$ cat src/rtl/mult_pkg.sv
// Shared types and helpers for the byte-sliced multiplier controller.
// Holds funct3 encodings, FSM states, and lane shift-code helpers.
package mult_pkg;

  localparam logic [1:0] F3_MUL    = 2'b00;
  localparam logic [1:0] F3_MULH   = 2'b01;
  localparam logic [1:0] F3_MULHSU = 2'b10;
  localparam logic [1:0] F3_MULHU  = 2'b11;

  typedef enum logic [1:0] {
    S_IDLE,
    S_MULT,
    S_DRAIN,
    S_DONE
  } state_t;

  // Idle shift codes, lane 3 in the top field: 6,4,2,0.
  localparam logic [11:0] IDLE_SHIFTS = {3'd6, 3'd4, 3'd2, 3'd0};

  // Lane i during phase p holds B byte (i - p) mod 4.
  // The byte's weight is added to the lane's own weight.
  function automatic logic [2:0] shift_code(
    input logic [1:0] lane,
    input logic [1:0] phase
  );
    logic [1:0] j;
    j = lane - phase;
    return {1'b0, lane} + {1'b0, j};
  endfunction

endpackage

$ cat src/rtl/multiplier_ctrl_if.sv
// Request handshake between issuing stage and multiplier controller.
// master drives start/funct3, slave returns busy/done.
interface multiplier_ctrl_if;
  import mult_pkg::*;

  logic       start_i;
  logic [1:0] funct3_i;
  logic       busy_o;
  logic       done_o;

  modport master (
    output start_i,
    output funct3_i,
    input  busy_o,
    input  done_o
  );

  modport slave (
    input  start_i,
    input  funct3_i,
    output busy_o,
    output done_o
  );

endinterface

$ cat src/rtl/multiplier_ctrl.sv
// Sequencer for the byte-sliced multiplier datapath: accept, 4 phases,
// drain, done. Ports: clk_i, rst_i, req (handshake), datapath controls.
module multiplier_ctrl
  import mult_pkg::*;
(
  input  logic       clk_i,
  input  logic       rst_i,
  multiplier_ctrl_if.slave req,
  output logic       reg_A_en_o,
  output logic       reg_B_en_o,
  output logic       mux_B_sel_o,
  output logic       rol_en_o,
  output logic       ac_clr_o,
  output logic       AC_en_o,
  output logic       upper_o,
  output logic       signed_A_o,
  output logic [3:0] sig_ctrl_B_o,
  output logic [2:0] shift_0_o,
  output logic [2:0] shift_1_o,
  output logic [2:0] shift_2_o,
  output logic [2:0] shift_3_o
);

  state_t     state;
  logic [1:0] k;
  logic [1:0] k_d;
  logic       b_signed;
  logic       accept;
  logic       is_mult;
  logic       acc_phase;
  logic [11:0] shifts;

  // Reset gates accept so all controls sit at idle values in reset.
  assign accept = req.start_i & ~rst_i
                & ((state == S_IDLE) | (state == S_DONE));

  assign is_mult = (state == S_MULT);

  // Products reach the accumulator one stage after their phase.
  assign acc_phase = (is_mult & (k != 2'd0)) | (state == S_DRAIN);

  always_ff @(posedge clk_i or posedge rst_i) begin
    if (rst_i) begin
      state    <= S_IDLE;
      k        <= 2'd0;
      k_d      <= 2'd0;
      b_signed <= 1'b0;
    end else begin
      k_d <= k;
      if (accept) begin
        state    <= S_MULT;
        k        <= 2'd0;
        b_signed <= (req.funct3_i == F3_MULH);
      end else begin
        unique case (state)
          S_MULT: begin
            k <= k + 2'd1;
            if (k == 2'd3) state <= S_DRAIN;
          end
          S_DRAIN: state <= S_DONE;
          S_DONE:  state <= S_IDLE;
          default: state <= S_IDLE;
        endcase
      end
    end
  end

  assign req.busy_o = (state != S_IDLE);
  assign req.done_o = (state == S_DONE);

  always_comb begin
    reg_A_en_o   = 1'b0;
    reg_B_en_o   = 1'b0;
    mux_B_sel_o  = 1'b0;
    rol_en_o     = 1'b0;
    ac_clr_o     = 1'b0;
    AC_en_o      = 1'b0;
    upper_o      = 1'b0;
    signed_A_o   = 1'b0;
    sig_ctrl_B_o = 4'b0000;
    shifts       = IDLE_SHIFTS;
    unique case (1'b1)
      accept: begin
        reg_A_en_o = 1'b1;
        reg_B_en_o = 1'b1;
        ac_clr_o   = 1'b1;
        upper_o    = (req.funct3_i != F3_MUL);
        signed_A_o = (req.funct3_i == F3_MULH)
                   | (req.funct3_i == F3_MULHSU);
      end
      is_mult: begin
        reg_B_en_o  = (k != 2'd3);
        mux_B_sel_o = (k != 2'd3);
        rol_en_o    = (k != 2'd3);
        for (int i = 0; i < 4; i++) begin
          sig_ctrl_B_o[i] = b_signed
                          & ((2'(i) - k) == 2'd3);
        end
      end
      default: ;
    endcase
    if (acc_phase) begin
      AC_en_o = 1'b1;
      for (int i = 0; i < 4; i++) begin
        shifts[3*i +: 3] = shift_code(2'(i), k_d);
      end
    end
  end

  assign shift_0_o = shifts[2:0];
  assign shift_1_o = shifts[5:3];
  assign shift_2_o = shifts[8:6];
  assign shift_3_o = shifts[11:9];

endmodule
$ cat src/flat_wrapper.sv
// flat-port wrapper written by rule: the top's interface ports become plain ports
module multiplier_ctrl_flat import mult_pkg::*;
  (clk_i, rst_i, reg_A_en_o, reg_B_en_o, mux_B_sel_o, rol_en_o, ac_clr_o, AC_en_o, upper_o, signed_A_o, sig_ctrl_B_o, shift_0_o, shift_1_o, shift_2_o, shift_3_o, req_start_i, req_funct3_i, req_busy_o, req_done_o);
  multiplier_ctrl_if req_i ();
  input  logic clk_i;
  input  logic rst_i;
  output logic reg_A_en_o;
  output logic reg_B_en_o;
  output logic mux_B_sel_o;
  output logic rol_en_o;
  output logic ac_clr_o;
  output logic AC_en_o;
  output logic upper_o;
  output logic signed_A_o;
  output logic [3:0] sig_ctrl_B_o;
  output logic [2:0] shift_0_o;
  output logic [2:0] shift_1_o;
  output logic [2:0] shift_2_o;
  output logic [2:0] shift_3_o;
  input wire logic [$bits(req_i.start_i)-1:0] req_start_i;
  input wire logic [$bits(req_i.funct3_i)-1:0] req_funct3_i;
  output wire logic [$bits(req_i.busy_o)-1:0] req_busy_o;
  output wire logic [$bits(req_i.done_o)-1:0] req_done_o;
  assign req_i.start_i = req_start_i;
  assign req_i.funct3_i = req_funct3_i;
  assign req_busy_o = req_i.busy_o;
  assign req_done_o = req_i.done_o;
  multiplier_ctrl u_core (.clk_i(clk_i), .rst_i(rst_i), .req(req_i), .reg_A_en_o(reg_A_en_o), .reg_B_en_o(reg_B_en_o), .mux_B_sel_o(mux_B_sel_o), .rol_en_o(rol_en_o), .ac_clr_o(ac_clr_o), .AC_en_o(AC_en_o), .upper_o(upper_o), .signed_A_o(signed_A_o), .sig_ctrl_B_o(sig_ctrl_B_o), .shift_0_o(shift_0_o), .shift_1_o(shift_1_o), .shift_2_o(shift_2_o), .shift_3_o(shift_3_o));
endmodule
$ cat config.mk
export PLATFORM = sky130hd
export DESIGN_NAME = multiplier_ctrl_flat
export DESIGN_NICKNAME = d
export VERILOG_FILES = /design/src/rtl/mult_pkg.sv /design/src/rtl/multiplier_ctrl_if.sv /design/src/rtl/multiplier_ctrl.sv /design/src/flat_wrapper.sv
export SDC_FILE = /design/constraint.sdc
export NUM_CORES = 1
export LEC_CHECK = 0
export ABC_CLOCK_PERIOD_IN_PS = 1950
export CAP_MARGIN = 20
export CORE_MARGIN = 2
export CORE_UTILIZATION = 39
export DETAILED_ROUTE_END_ITERATION = 6
export PLACE_DENSITY_LB_ADDON = 0.05
export SETUP_SLACK_MARGIN = 0.2
export SLEW_MARGIN = 20
export SYNTH_ARGS = -nofsm -noshare
export SYNTH_HDL_FRONTEND = slang
export SYNTH_SLANG_ARGS = --single-unit
$ cat constraint.sdc
create_clock -name clk_i -period 1.95 [get_ports clk_i]
set_input_delay 0.195 -clock clk_i [delete_from_list [all_inputs] [get_ports clk_i]]
set_output_delay 0.195 -clock clk_i [all_outputs]
set_load 0.005 [all_outputs]
# Word level (Yosys, flattened, before mapping)
# Index checks and enable logic that the tools add are counted.
# Widths: inputs -> output; s select.
[classes]
n_addsub = 12
eq_ne = 12
muxes = 13
bitwise = 11
reduce_logical = 5
[op_table]
columns = ["operator", "count"]
rows = [
  ["$eq 2x2->1 const B", 8],
  ["$mux 12", 1],
  ["$mux 2", 4],
  ["$reduce_bool 2->1", 4],
  ["$sub 1x2->2 const A", 4],
  ["$sub 2x2->2 const A", 4],
  ["$and 1x1->1", 7],
  ["$add 2x2->3 const A", 2],
  ["$mux 1", 5],
  ["$eq 2x1->1 const B", 2],
  ["$mux 4", 1],
  ["$pmux 2 s2", 1],
  ["$add 1x2->3 const A", 1],
  ["$ne 3x2->1 const B", 1],
  ["$or 1x1->1", 3],
  ["$add 2x1->2 const B", 1],
  ["$logic_not 2->1", 1],
  ["$ne 2x2->1 const B", 1],
  ["$pmux 1 s2", 1],
  ["$not 1->1", 1],
]
[totals]
register_bits = 7
inputBits = 5
elab_cells = 57

# Depth between registers and ports, before layout
# Gate-level depths: netlist (run 1).
[logic_depth]
word_depth = 4
depth_mapped = 6
depth_no_buf = 6

# Least setup slack after synthesis (run 1)
# No wires, ideal clock.
[synth_timing]
path_type = "register to register"
startpoint = "register u_core.state[0]"
endpoint = "register u_core.b_signed"
setup_time_ns = 0.125
t_arrival_ns = 1.427
required_time_ns = 1.825
path_slack_ns = 0.398
path_stages_with_launch = 5
path_buffers = 0
period_less_slack_ns = 1.552
cell_sequence = "dfrtp_1 > inv_1 > ha_1 > nor3b_4 > mux2_4"
[synth_via]
elab_chain_len = 3
[synth_rtl]
columns = ["item", "line_no", "source"]
rows = [
  ["start: declaration", "multiplier_ctrl.sv:24", "state_t state;"],
  ["start signal: assignment", "multiplier_ctrl.sv:44", "state <= S_IDLE;"],
  ["start signal: assignment", "multiplier_ctrl.sv:51", "state <= S_MULT;"],
  ["start signal: assignment", "multiplier_ctrl.sv:58", "if (k == 2'd3) state <= S_DRAIN;"],
  ["$eq 2x2->1 or $logic_not 2->1 (tied branches)", "multiplier_ctrl.sv:35", "& ((state == S_IDLE) | (state == S_DONE));"],
  ["$or 1x1->1 (*)", "multiplier_ctrl.sv:35", ""],
  ["$and 1x1->1 (*)", "multiplier_ctrl.sv:35", ""],
  ["end signal: assignment", "multiplier_ctrl.sv:53", "b_signed <= (req.funct3_i == F3_MULH);"],
  ["end: declaration", "multiplier_ctrl.sv:27", "logic b_signed;"],
]
# Every way passes the cells marked *; elsewhere a longest branch is shown, timed or not.
# A chain may end at the register's enable or synchronous reset.

# Worst setup path in the final report (run 1)
[layout_timing]
startpoint = "register u_core.state[0]"
endpoint = "output port reg_B_en_o"
[layout_via]
elab_chain_len = 4
[layout_rtl]
columns = ["item", "line_no", "source"]
rows = [
  ["$eq 2x2->1 or $logic_not 2->1 (tied branches)", "multiplier_ctrl.sv:35", ""],
  ["$or 1x1->1", "multiplier_ctrl.sv:35", ""],
  ["$and 1x1->1", "multiplier_ctrl.sv:35", ""],
  ["$pmux 1 s2 (*)", "multiplier_ctrl.sv:82", "unique case (1'b1)"],
  ["end: declaration", "flat_wrapper.sv:8", "output logic reg_B_en_o;"],
]
# Marks and branches as above.

==> run metrics, run 1 <==
top-count cell post-synth ha_1; Die W roughly 45 um; Flop pwr share 0.137; max_cap viols 0; ys async rst share 1.00; design area 1250 sq um; syn_area_per_cell approximately 9.4 sq um; worst hold slack around 0.28 ns; power density over the cells 1620 nW/um^2; Setup TNS 0 ns; initial drt markers 3; VDD IR max slightly above 0.001 V; Core Util, Final 0.822; number of synthesized flops with an enable pin 0; Switching Share 0.373; Clock Skew about 0.014 ns; total track usage 0.192; largest net degree at the start of global routing 9; CTS tree done; status complete, no violations; clock share of power 0.068; HPWL Detailed approximately 980 um; vias per cell ~4.5; Area after DPL 936 sq um; Final Setup Violations 0; DR DRC count 0; CP Max Fanout 3; top cells by area, synth dfrtp_1, ha_1, buf_4; crit path cell chain inv_2, ha_4, nor3b_4, buf_4, buf_6, buf_6, a21o_4, buf_6; post-synthesis cell type count 20; Hold Crit Class in2async; Pint ~1.3 mW; cell at the slowest stage of the critical path dfrtp_1; # rows 14; vias after detailed routing 630; hold_buf cts 0; First-pass DRT Iterations 4; clock slew seen by the registers of the worst setup and hold paths 0.07 ns; final net count around 140; layout cell share with drive strength beyond 1 0.556; RSZ-0062 raised after global routing true; port bufs 29; Reg area 176 sq um; Yosys reg bits 7; commonest cells in the netlist ha_1, inv_1, buf_4, dfrtp_1; Die Y ~45 um; Post-Syn Area approximately 640 sq um; latest clock arrival within the worst-skew pair 0.26 ns; DR WL/cell around 13 um; total power ~2.0 mW; ant diodes 0; final hold violations 0; root buf cell clkbuf_4; vias in the first global route about 650; area leader, netlist dfrtp_1; Starting Density 0.420; Worst EP arrival about 1.7 ns; Seq/Total Area, Yosys 0.273; Ports 31; CTS Buffer Depth 2; Startpoint Class flop; combinational group share of total power 0.794; GP Congestion 0.698; CP Capture Type output pin; die area about 2000 sq um; fin crit share 0.957; Critical Path RT 1.75 ns; area of the core around 1500 sq um; highest clock rate roughly 540 MHz; CP peak stage delay about 0.39 ns; top cell type's share of synthesized area 0.273; ys flop type dfrtp_1; global-route wire length before repair between 2 and 3 mm; sw power approximately 760 uW; synth warn 0; total grt overflow 0; crit path time final roughly 1.9 ns; area of the multi-input gates between 400 and 500 sq um; Area growth, synth to finish 95.5%; fin. max-slew vios 0; critical setup path kind reg2out; Mapped Cells 68; CP most frequent cell buf_6; total leakage power between 0.6 and 0.7 nW; TritonCTS buffer count 3; antenna violations before repair 0; H-tree Lvls 1; Total Wirelength around 1.8 mm; CTS sink cnt 7; Layout fillers 95; syn nets 87; ANT nets after route 0
what timing repair did:
action | CTS | global route
setup endpoints to repair | 23 | 21
endpoints found under the hold margin | 0 | 0
resized for setup | 91 | 11
buffers inserted | 23 | 2
pin swaps | 7 | 4
final timing paths:
| path | from | end | slack [ns] | depth (start not counted) |
|---|---|---|---|---|
| worst max-delay path | u_core.state[0] | reg_B_en_o | 0.08 | 8 |
| worst min-delay path | rst_i | u_core.k_d[0] | 0.28 | 2 |
| worst max register to register | u_core.state[0] | u_core.b_signed | 0.16 | 9 |
| worst min register to register | u_core.k[0] | u_core.k_d[0] | 0.54 | 1 |
| max in group asynchronous | rst_i | u_core.k[1] | 1.43 | 2 |
| min in group clk_i | u_core.k[0] | u_core.k_d[0] | 0.54 | 1 |
cell usage in the layout, fill, tap and decap left out, types with 3 or more instances in the layout:
master            n
and3_1            4
buf_2             3
buf_4            21
buf_6            16
clkbuf_2          5
clkbuf_4          3
clkdlybuf4s15_1   5
clkdlybuf4s50_1   6
dfrtp_1           6
dlygate4sd2_1     4
ha_1             10
ha_4              4
inv_1             8
inv_2             4
per-layer routing:
layer | vias up | wire [um] | global-route usage
li1 | 311 | - | -
met1 | 295 | 612 | 0.185
met2 | 22 | 1110 | 0.406
met3 | 2 | 70 | 0.0245
met4 | 0 | 16 | 0.0545
met5 | - | 0 | 0
worst max-delay path: cells and delay by family (launching register included):
family	cells	cell delay [ns]
buf+inv	5	0.54
flops	1	0.39
fa+ha+maj	1	0.28
compound gates	1	0.18
simple gates	1	0.04
state kept, by name, summed over array words and instances (netlist names):
register,cells
u_core.state,2
u_core.k,2
u_core.b_signed,1
u_core.k_d,2
cell families after synthesis:
| kind of cell | Yosys count | share of synthesized area |
|---|---|---|
| other cells | 1 | 0.00585 |
| mux | 2 | 0.0391 |
| flops | 7 | 0.273 |
| xor+xnor | 1 | 0.0137 |
| compound gates | 4 | 0.0430 |
| buf+inv | 21 | 0.176 |
| fa+ha+maj | 14 | 0.273 |
| simple gates | 18 | 0.176 |
cell type report:
class,count,area share
multi-input combinational,40,0.359
clock inverter,1,0.00400
inverter,12,0.0360
clock buffer,3,0.0180
tap,16,0.0160
sequential,7,0.141
timing repair buffer,61,0.427
power by group through the flow:
stage / Clock [mW] / Combinational, mW / Sequential, mW
6_report: 0.139 / 1.61 / 0.279
5_1_grt: 0.147 / 1.73 / 0.285
4_1_cts: 0.138 / 1.55 / 0.271
3_5_place_dp: 0 / 1.03 / 0.284
3_3_place_gp: 0 / 1.02 / 0.282
2_1_floorplan: 0 / 0.545 / 0.277
through the flow:
stage,setup WS [ns],instances
after floorplan,0.398,68
after global placement,0.0596,111
after detailed placement,0.00370,111
after CTS,0.103,138
after global routing,0.0219,140
final,0.0829,140
Note: power is estimated with default switching activity, not from simulation.
==> inputs of run 2 (changes only) <==
ABC_CLOCK_PERIOD_IN_PS = default   (was 1950)
==> results of run 2 <==
Final layout, timing and power as in run 1 (identical DEF).
